## src/rtl/pc_pkg.sv

```systemverilog
// Shared types and default constants for the program-counter sequencer.
// Holds the FSM state encoding and the reset/trap vector defaults.
package pc_pkg;

    localparam int XLEN = 32;

    typedef logic [XLEN-1:0] addr_t;

    localparam int          DEF_INC          = 4;
    localparam int unsigned DEF_ALIGN_BITS   = 2;
    localparam addr_t       DEF_RESET_VECTOR = '0;
    localparam addr_t       DEF_TRAP_VECTOR  = addr_t'('h10);

    typedef enum logic [1:0] {
        PCS_BOOT,
        PCS_RUN,
        PCS_HOLD
    } pcs_state_t;

    // A zero alignment width yields an empty mask, which disables the check.
    function automatic addr_t alignMask(int unsigned bits);
        addr_t mask;
        if (bits == 0) begin
            mask = '0;
        end else begin
            mask = (addr_t'(1) << bits) - addr_t'(1);
        end
        return mask;
    endfunction

endpackage

```

## src/rtl/pc_sequencer_if.sv

```systemverilog
// Request/response bundle between control logic and the PC sequencer.
// The master side issues stall and redirect requests; the slave side returns the fetch PC.
interface pc_sequencer_if #(
    parameter int XLEN = 32
);

    logic            stall;
    logic            branch_taken;
    logic [XLEN-1:0] branch_target;
    logic            jump;
    logic [XLEN-1:0] jump_target;
    logic [XLEN-1:0] pc;
    logic [XLEN-1:0] pc_plus_inc;
    logic            pc_valid;
    logic            misaligned;

    modport master (
        output stall,
        output branch_taken,
        output branch_target,
        output jump,
        output jump_target,
        input  pc,
        input  pc_plus_inc,
        input  pc_valid,
        input  misaligned
    );

    modport slave (
        input  stall,
        input  branch_taken,
        input  branch_target,
        input  jump,
        input  jump_target,
        output pc,
        output pc_plus_inc,
        output pc_valid,
        output misaligned
    );

endinterface

```

## src/rtl/pc_redirect_buf.sv

```systemverilog
// One-entry buffer that parks a redirect target while the pipeline is stalled.
// A load overwrites any held entry, so the newest redirect always wins.
module pc_redirect_buf #(
    parameter int XLEN = 32
) (
    input  logic            clock,
    input  logic            reset,
    input  logic            load_i,
    input  logic            clear_i,
    input  logic [XLEN-1:0] target_i,
    output logic [XLEN-1:0] target_o,
    output logic            valid_o
);

    logic [XLEN-1:0] target_q;
    logic [XLEN-1:0] target_d;
    logic            valid_q;
    logic            valid_d;

    // Load takes precedence over clear so a same-cycle refill is never lost.
    always_comb begin
        target_d = target_q;
        valid_d  = valid_q;
        if (load_i) begin
            target_d = target_i;
            valid_d  = 1'b1;
        end else if (clear_i) begin
            valid_d  = 1'b0;
        end
    end

    always_ff @(posedge clock) begin
        if (reset) begin
            target_q <= '0;
            valid_q  <= 1'b0;
        end else begin
            target_q <= target_d;
            valid_q  <= valid_d;
        end
    end

    assign target_o = target_q;
    assign valid_o  = valid_q;

endmodule

```

## src/rtl/pc_sequencer.sv

```systemverilog
// Registered fetch program counter with stall hold, a pending-redirect buffer
// and a trap on misaligned redirect targets.
module pc_sequencer
    import pc_pkg::*;
#(
    parameter int              XLEN         = pc_pkg::XLEN,
    parameter int              INC          = DEF_INC,
    parameter int unsigned     ALIGN_BITS   = DEF_ALIGN_BITS,
    parameter logic [XLEN-1:0] RESET_VECTOR = XLEN'(DEF_RESET_VECTOR),
    parameter logic [XLEN-1:0] TRAP_VECTOR  = XLEN'(DEF_TRAP_VECTOR)
) (
    input  logic         clock,
    input  logic         reset,
    pc_sequencer_if.slave bus
);

    localparam logic [XLEN-1:0] INC_W      = XLEN'(INC);
    localparam logic [XLEN-1:0] ALIGN_MASK = XLEN'(alignMask(ALIGN_BITS));

    pcs_state_t      state_q;
    pcs_state_t      state_d;
    logic [XLEN-1:0] pc_q;
    logic [XLEN-1:0] pc_d;
    logic            pcValid_q;
    logic            pcValid_d;
    logic            misaligned_q;
    logic            misaligned_d;

    logic            redirReq;
    logic [XLEN-1:0] redirTarget;
    logic [XLEN-1:0] pcPlusInc;
    logic            doApply;
    logic            doAdvance;
    logic [XLEN-1:0] applyTarget;

    logic            bufLoad;
    logic            bufClear;
    logic [XLEN-1:0] bufTarget;
    logic            bufValid;

    assign redirReq    = bus.jump | bus.branch_taken;
    assign redirTarget = bus.jump ? bus.jump_target : bus.branch_target;
    assign pcPlusInc   = pc_q + INC_W;

    pc_redirect_buf #(
        .XLEN(XLEN)
    ) u_redirect_buf (
        .clock    (clock),
        .reset    (reset),
        .load_i   (bufLoad),
        .clear_i  (bufClear),
        .target_i (redirTarget),
        .target_o (bufTarget),
        .valid_o  (bufValid)
    );

    // Decide what happens this cycle; a fresh redirect on stall release beats the parked one.
    always_comb begin
        state_d     = state_q;
        pcValid_d   = pcValid_q;
        bufLoad     = 1'b0;
        bufClear    = 1'b0;
        doApply     = 1'b0;
        doAdvance   = 1'b0;
        applyTarget = redirTarget;
        case (state_q)
            PCS_BOOT: begin
                state_d   = PCS_RUN;
                pcValid_d = 1'b1;
            end
            PCS_RUN: begin
                if (!bus.stall) begin
                    if (redirReq) begin
                        doApply = 1'b1;
                    end else begin
                        doAdvance = 1'b1;
                    end
                end else if (redirReq) begin
                    bufLoad = 1'b1;
                    state_d = PCS_HOLD;
                end
            end
            PCS_HOLD: begin
                if (bus.stall) begin
                    bufLoad = redirReq;
                end else begin
                    bufClear = 1'b1;
                    state_d  = PCS_RUN;
                    if (redirReq) begin
                        doApply = 1'b1;
                    end else if (bufValid) begin
                        doApply     = 1'b1;
                        applyTarget = bufTarget;
                    end else begin
                        doAdvance = 1'b1;
                    end
                end
            end
            default: begin
                state_d   = PCS_BOOT;
                pcValid_d = 1'b0;
            end
        endcase
    end

    // Any redirect landing off the alignment grid is replaced by the trap vector.
    always_comb begin
        pc_d         = pc_q;
        misaligned_d = 1'b0;
        if (doApply) begin
            if ((applyTarget & ALIGN_MASK) != '0) begin
                pc_d         = TRAP_VECTOR;
                misaligned_d = 1'b1;
            end else begin
                pc_d = applyTarget;
            end
        end else if (doAdvance) begin
            pc_d = pcPlusInc;
        end
    end

    always_ff @(posedge clock) begin
        if (reset) begin
            state_q      <= PCS_BOOT;
            pc_q         <= RESET_VECTOR;
            pcValid_q    <= 1'b0;
            misaligned_q <= 1'b0;
        end else begin
            state_q      <= state_d;
            pc_q         <= pc_d;
            pcValid_q    <= pcValid_d;
            misaligned_q <= misaligned_d;
        end
    end

    assign bus.pc          = pc_q;
    assign bus.pc_plus_inc = pcPlusInc;
    assign bus.pc_valid    = pcValid_q;
    assign bus.misaligned  = misaligned_q;

endmodule
```

## src/flat_wrapper.sv

```systemverilog
// flat-port wrapper written by rule: the top's interface ports become plain ports
module pc_sequencer_flat import pc_pkg::*;
#(
    parameter int              XLEN         = pc_pkg::XLEN,
    parameter int              INC          = DEF_INC,
    parameter int unsigned     ALIGN_BITS   = DEF_ALIGN_BITS,
    parameter logic [XLEN-1:0] RESET_VECTOR = XLEN'(DEF_RESET_VECTOR),
    parameter logic [XLEN-1:0] TRAP_VECTOR  = XLEN'(DEF_TRAP_VECTOR)
)
  (clock, reset, bus_stall, bus_branch_taken, bus_branch_target, bus_jump, bus_jump_target, bus_pc, bus_pc_plus_inc, bus_pc_valid, bus_misaligned);
  pc_sequencer_if #(.XLEN(XLEN)) bus_i ();
  input  logic clock;
  input  logic reset;
  input wire logic [$bits(bus_i.stall)-1:0] bus_stall;
  input wire logic [$bits(bus_i.branch_taken)-1:0] bus_branch_taken;
  input wire logic [$bits(bus_i.branch_target)-1:0] bus_branch_target;
  input wire logic [$bits(bus_i.jump)-1:0] bus_jump;
  input wire logic [$bits(bus_i.jump_target)-1:0] bus_jump_target;
  output wire logic [$bits(bus_i.pc)-1:0] bus_pc;
  output wire logic [$bits(bus_i.pc_plus_inc)-1:0] bus_pc_plus_inc;
  output wire logic [$bits(bus_i.pc_valid)-1:0] bus_pc_valid;
  output wire logic [$bits(bus_i.misaligned)-1:0] bus_misaligned;
  assign bus_i.stall = bus_stall;
  assign bus_i.branch_taken = bus_branch_taken;
  assign bus_i.branch_target = bus_branch_target;
  assign bus_i.jump = bus_jump;
  assign bus_i.jump_target = bus_jump_target;
  assign bus_pc = bus_i.pc;
  assign bus_pc_plus_inc = bus_i.pc_plus_inc;
  assign bus_pc_valid = bus_i.pc_valid;
  assign bus_misaligned = bus_i.misaligned;
  pc_sequencer #(.XLEN(XLEN), .INC(INC), .ALIGN_BITS(ALIGN_BITS), .RESET_VECTOR(RESET_VECTOR), .TRAP_VECTOR(TRAP_VECTOR)) u_core (.clock(clock), .reset(reset), .bus(bus_i));
endmodule
```

## config.mk

```make
export PLATFORM = sky130hd
export DESIGN_NAME = pc_sequencer_flat
export DESIGN_NICKNAME = d
export VERILOG_FILES = /design/src/rtl/pc_pkg.sv /design/src/rtl/pc_sequencer_if.sv /design/src/rtl/pc_redirect_buf.sv /design/src/rtl/pc_sequencer.sv /design/src/flat_wrapper.sv
export SDC_FILE = /design/constraint.sdc
export NUM_CORES = 1
export LEC_CHECK = 0
export CELL_PAD_IN_SITES_DETAIL_PLACEMENT = 1
export CELL_PAD_IN_SITES_GLOBAL_PLACEMENT = 1
export CORE_ASPECT_RATIO = 0.75
export CORE_MARGIN = 2
export CORE_UTILIZATION = 35
export CTS_CLUSTER_DIAMETER = 80
export DETAILED_ROUTE_END_ITERATION = 6
export PLACE_DENSITY_LB_ADDON = 0.1
export SYNTH_ARGS = -nofsm -noshare
export SYNTH_HDL_FRONTEND = slang
export SYNTH_HIERARCHICAL = 1
export SYNTH_SLANG_ARGS = --single-unit
export TNS_END_PERCENT = 50
```

## constraint.sdc

```tcl
create_clock -name clock -period 2.25 [get_ports clock]
set_input_delay 0.3375 -clock clock [delete_from_list [all_inputs] [get_ports clock]]
set_output_delay 0.3375 -clock clock [all_outputs]
set_load 0.02 [all_outputs]
```

==> impl_metrics.toml, run 1 <==
[die]
design.core.area_sq_um = 12400
chipWidth_microns = 135
floorplan.initialDensity = 0.364
placement_rows = 35
io_pins = 135
design.die.area_sq_um = 13900
die-height_microns = 103

[setup_path]
critPathKind = "register to output pin"
critical-path-max-stage-delay_ps = 360
worstPathRequired_ps = 1910
cpMaxStageDelayCell = "dfxtp_4"
worstSetupEndpointType = "output pin"
r2r-start = "u_core/state_q[1]$_SDFFE_PP0P_"
critPathMaxFanout = 4
end_of_the_worst_register_to_register_path = "u_core/bus.pc[22]$_SDFFE_PP0P_"
crit_path_cell_trace = "nand3_4 -> buf_6 -> nor4b_4 -> buf_4 -> nor4b_4 -> buf_4 -> xor2_2 -> buf_6"
r2r_cells = 10
crit_arrival_ps = 1990
critical_path.startpoint_type = "register"
worst-r2r-setup-slack_ps = 0

[global_routing]
globalRouteTotalUtil = 0.264
grt_pass1_wl_microns = 28300
grt_antenna_before_repair = 0
vias_in_the_first_global_route = 5169
global_route.overflow_total = 0
grt_start_max_net_pins = 30

[power_and_ir_drop]
cell_internal_pwr_uw = 2870
p_total_uw = 4020
power_frac_clock = 0.391
share_seq_of_total_power = 0.344
power.ir.vdd_worst_v = 0.000396
cellLeakagePower_uw = 0.00319
power.switching_uw = 1150
combinationalPowerShare = 0.266
power.density_cell_area_nw_per_um2 = 535
power_switching_share = 0.287

[final_layout]
drive_above_1_share = 0.389
mostFrequentLayoutCells = "133 x buf_4, 105 x clkdlybuf4s50_1, 57 x dfxtp_1"
fillers = 1367
final_core_utilization = 0.604
multiInputGateArea_sq_um = 3200
register_area_sq_um = 1400
final_common_cell = "buf_4"
antenna_cells = 0
area_growth_pct = 65.8
fin_nets = 810

[cts]
cts-buffers-inserted = 9
cts.clk_slew.worst_paths_ps = 50
cts.hold.buffers_added = 0
cts-htree-levels = 3
cts.path.max_buffers = 2
cts.sink_count = 69
clockRootBuffer = "clkbuf_16"
clock_insertion_delay_worst_skew_ps = 330
clock_tree_from_tritoncts = "yes"

[yosys]
ys_seq_area_frac = 0.305
ff_latch_count_synth = 69
syn_area_sq_um = 4530
synth-async-reset-ratio = 0
synthesis.nets = 574
post_synth.cell_area_avg_sq_um = 9.05
synthesis.yosys.warnings = 6
synth_cell_type_count = 61
synth_flop_cell = "dfxtp_1"
synth_edf_count = 0
post_synth_inst_count = 501

[route]
firstDrtPassIters = 5
num_vias = 5008
drt-vias-per-instance = 5.52
initialDrtViolationCount = 289
remaining_drc_errors = 0
postRouteAntennaNets = 0
routed_wire_length_per_instance_microns = 21.5
routed_wl_microns = 19500

[sta]
slew_headroom = 0.628
post-route-worst-setup-slack_ps = -79.5
grt_setup_unrepaired = "yes"
setup_violations_final = 8
share_of_the_cycle_needed_by_the_critical_path_after_routing = 1.04
clock-skew-final_ps = 5.81
hold_violations = 0
timing.hold.ws_ps = 484
max_freq_mhz = 429
period_needed_ps = 2330
worst_pin_slew_ps = 558
final-max-slew-violation-count = 0

[place]
io_buffer_count = 134
detailed_place_hpwl_microns = 13400
gp_congestion = 0.897
preCtsSetupSlack_ps = -241

[job]
max-cap-violations = 0

[outcome]
status = "complete, but fails checks"
violations_in_the_final_reports = "negative setup slack"

[worst_hold_path]
min-delay-start = "reset"
worst_hold_path.num_cells = 2
hold_path_class = "input pin to register"
hold_end = "u_core/bus.pc[24]$_SDFFE_PP0P_"
-- what timing repair did --
action / 4_1_cts / 5_1_grt
gates resized for setup: 139 / 63
buffers inserted: 5 / 15
pin swaps: 10 / 22
setup endpoints to repair: 28 / 42
-- stage by stage --
stage	setup TNS, ps	cells	instance area [sq um]
after floorplan	-8.76	501	4550
after global placement	-4960	873	6740
after detailed placement	-7020	873	6740
after CTS	-861	894	7220
after global routing	-1590	908	7510
final	-333	908	7510
-- power groups by stage --
stage	combinational (uW)	sequential (uW)	clock, uW
global placement	992	1400	0
CTS	1020	1380	1580
floorplan	501	1440	0
global route	1130	1390	1640
detailed placement	1020	1400	0
finish	1070	1380	1570
-- cell families after synthesis --
| family | count (synthesis) | synth area share |
|---|---|---|
| AO/OA/AOI/OAI | 67 | 0.110 |
| AND/OR/NAND/NOR | 188 | 0.229 |
| buffers and inverters | 49 | 0.0635 |
| flip-flops | 69 | 0.305 |
| multiplexers | 96 | 0.227 |
| adder cells (fa/ha/maj) | 4 | 0.0110 |
| XOR/XNOR | 28 | 0.0541 |
-- layer usage --
layer / global-route usage / routed length [microns] / up-vias / share of wire
li1: - / - / 2298 / -
met1: 0.330 / 8300 / 2453 / 0.43
met2: 0.468 / 9470 / 220 / 0.49
met3: 0.0526 / 1220 / 37 / 0.063
met4: 0.0753 / 496 / 0 / 0.025
met5: 0 / 0 / - / 0
-- area by class of cell --
class                   count  area share
inverters                   9     0.00483
well taps                 166      0.0276
repair buffers            265       0.312
clock buffers              12      0.0341
multi-input cells         383       0.426
flip-flops and latches     69       0.187
clock inverters             4     0.00933
-- registers in the layout (all words and copies together), names as in the netlist --
| register | count |
|---|---|
| u_core/state_q | 2 |
| u_core/bus.misaligned | 1 |
| u_core/u_redirect_buf/valid_o | 1 |
| u_core/bus.pc_valid | 1 |
| u_core/bus.pc | 32 |
| u_core/u_redirect_buf/target_o | 32 |
-- worst max-delay path: cells and delay by family (launching register included) --
family	cells	cell delay (ps)
and+or+nand+nor	3	540
buffers and inverters	4	620
xor gates and xnor gates	1	140
DFF	1	360
-- worst max-delay path by stage --
| stage | slack, ps | endpoint | from | depth (start not counted) |
|---|---|---|---|---|
| 2_1_floorplan | -9 | bus_pc_plus_inc[29] | u_core/bus.pc[14]$_SDFFE_PP0P_ | 7 |
| 3_3_place_gp | -230 | bus_pc_plus_inc[20] | u_core/bus.pc[2]$_SDFFE_PP0P_ | 6 |
| 3_5_place_dp | -240 | bus_pc_plus_inc[20] | u_core/bus.pc[3]$_SDFFE_PP0P_ | 6 |
| 4_1_cts | -180 | bus_pc_plus_inc[12] | u_core/bus.pc[6]$_SDFFE_PP0P_ | 6 |
| 5_1_grt | -170 | bus_pc_plus_inc[28] | u_core/bus.pc[8]$_SDFFE_PP0P_ | 8 |
| 6_report | -80 | bus_pc_plus_inc[28] | u_core/bus.pc[8]$_SDFFE_PP0P_ | 8 |
-- cells in the mapped netlist (all sizes together) (2+ instances only) --
| cell | count | area, sq um |
|---|---|---|
| ha | 4 | 50.1 |
| or4 | 3 | 22.5 |
| o21ai | 7 | 35.0 |
| mux2i | 48 | 480 |
| a21oi | 12 | 60.1 |
| o21a | 2 | 15.0 |
| nor4b | 3 | 53.8 |
| nand4 | 10 | 68.8 |
| a21boi | 4 | 30.0 |
| o211ai | 11 | 82.6 |
| xnor2 | 20 | 175 |
| o311ai | 2 | 17.5 |
| o221ai | 3 | 26.3 |
| o22ai | 3 | 18.8 |
| a221o | 4 | 40.0 |
| and4 | 4 | 35.0 |
| xor2 | 8 | 70.1 |
| buf | 23 | 190 |
| dfxtp | 69 | 1380 |
| o2bb2ai | 3 | 26.3 |
| inv | 9 | 33.8 |
| a221oi | 5 | 56.3 |
| nor2 | 51 | 191 |
| a31oi | 4 | 25.0 |
| nand2 | 42 | 170 |
| nand2b | 3 | 18.8 |
| nand3 | 26 | 153 |
| nor4 | 13 | 111 |
| mux2 | 48 | 548 |
| nor2b | 2 | 12.5 |
| a211oi | 3 | 27.5 |
| and3 | 12 | 75.1 |
| clkbuf | 17 | 63.8 |
| or3 | 3 | 18.8 |
| nand4b | 2 | 17.5 |
| nor3 | 10 | 61.3 |
No activity file was read; power rests on OpenSTA's default activity.
==> inputs of run 2 (changes only) <==
--- a/config.mk
+++ b/config.mk
@@ -12,6 +12,7 @@
 export CORE_UTILIZATION = 35
 export CTS_CLUSTER_DIAMETER = 80
 export DETAILED_ROUTE_END_ITERATION = 6
+export MAX_ROUTING_LAYER = met4
 export PLACE_DENSITY_LB_ADDON = 0.1
 export SYNTH_ARGS = -nofsm -noshare
 export SYNTH_HDL_FRONTEND = slang
==> run 2 against run 1 <==
The flow still finishes with violations (negative setup slack). First-iteration DRC count down 22%. Maximum frequency shrank 0.93%. Cell area down 2.7%.
==> impl_metrics.toml, run 2 (synthesis results as in run 1) <==
[outcome]
status = "complete, but fails checks"
violations_in_the_final_reports = "negative setup slack"

[setup_path]
crit_arrival_ps = 2010
worstPathRequired_ps = 1910
critPathMaxFanout = 4
worstSetupEndpointType = "output pin"
critical_path.startpoint_type = "register"
critPathKind = "register to output pin"

[cts]
cts.path.max_buffers = 2
cts.clk_slew.worst_paths_ps = 60
cts.sink_count = 69
cts.hold.buffers_added = 0
cts-buffers-inserted = 9
clock_tree_from_tritoncts = "yes"
cts-htree-levels = 3
clock_insertion_delay_worst_skew_ps = 340
clockRootBuffer = "clkbuf_16"

[route]
remaining_drc_errors = 0
drt-vias-per-instance = 5.41
initialDrtViolationCount = 226
postRouteAntennaNets = 0
routed_wl_microns = 17900
num_vias = 4836
firstDrtPassIters = 5
routed_wire_length_per_instance_microns = 20.0

[final_layout]
area_growth_pct = 61.3
mostFrequentLayoutCells = "120 x buf_4, 105 x clkdlybuf4s50_1, 55 x dfxtp_1"
final_core_utilization = 0.588
antenna_cells = 0
drive_above_1_share = 0.371
fin_nets = 796
final_common_cell = "buf_4"

[place]
detailed_place_hpwl_microns = 13100
io_buffer_count = 134
gp_congestion = 0.934

[die]
io_pins = 135
design.core.area_sq_um = 12400
chipWidth_microns = 135
die-height_microns = 103
design.die.area_sq_um = 13900
floorplan.initialDensity = 0.364
placement_rows = 35

[sta]
hold_violations = 0
share_of_the_cycle_needed_by_the_critical_path_after_routing = 1.05
grt_setup_unrepaired = "yes"
slew_headroom = 0.634
final-max-slew-violation-count = 0
max_freq_mhz = 425
post-route-worst-setup-slack_ps = -101
setup_violations_final = 9
period_needed_ps = 2350
clock-skew-final_ps = 7.12
worst_pin_slew_ps = 548
setup_tns_ps = -405

[global_routing]
grt_antenna_before_repair = 0
grt_start_max_net_pins = 38
grt_pass1_wl_microns = 26900
vias_in_the_first_global_route = 4993
globalRouteTotalUtil = 0.259
global_route.overflow_total = 0

[power_and_ir_drop]
power.ir.vdd_worst_v = 0.000338
power.density_cell_area_nw_per_um2 = 524
cellLeakagePower_uw = 0.00303

[worst_hold_path]
hold_path_class = "input pin to register"

[job]
max-cap-violations = 0
run 2: final cells by class:
class	count	area (sq um)
clock buffers	10	229
clock inverters	6	63.8
fillers	1419	5130
inverters	9	33.8
multi-input cells	383	3150
flip-flops and latches	69	1400
well taps	166	208
repair buffers	251	2220
run 2: final timing paths:
path                                                        from                                             end  slack [ps]  cells past startpoint
hold reg to reg   u_core/u_redirect_buf/target_o[8]$_SDFFE_PP0P_  u_core/u_redirect_buf/target_o[8]$_SDFFE_PP0P_         500                      2
hold / removal                                             reset                  u_core/bus.pc[10]$_SDFFE_PP0P_         460                      2
setup / recovery                  u_core/bus.pc[11]$_SDFFE_PP0P_                             bus_pc_plus_inc[17]        -100                      7
setup reg to reg                  u_core/state_q[1]$_SDFFE_PP0P_                  u_core/bus.pc[14]$_SDFFE_PP0P_          40                     10
run 2: stage by stage:
stage                     hold slack [ps]  instances  area [sq um]  worst slack (ps)  power [uW]
final                                 464        894          7310              -101        3830
after global routing                  461        894          7310              -194        3980
after CTS                             430        887          7100              -135        3810
after detailed placement              485        868          6700              -268        2410
after global placement                470        868          6700              -237        2380
after floorplan                       447        501          4550             -8.76        1940
run 2: per-layer routing:
metal	up-vias	global-route usage	share of wire
met2	167	0.435	0.48
met3	26	0.0482	0.052
met4	0	0.0745	0.023
met5	-	-	0
met1	2375	0.321	0.45
li1	2268	-	-
run 2: repair_timing:
item,CTS,global route
resized for setup,126,58
setup buffers,3,7
pin swaps,7,15
setup endpoints to repair,26,50
run 2: report_power, final:
group | total, uW | internal (uW) | switching [uW]
Combinational | 1040 | 528 | 511
Clock | 1410 | 856 | 550
Sequential | 1380 | 1310 | 74.9
run 2: critical path: stages, from the launching register on:
cell     delay, ps
dfxtp_2        350
nand3_4        100
buf_6          140
nor4_4         280
buf_4          190
nand4_1        180
xnor2_2        250
buf_4          180
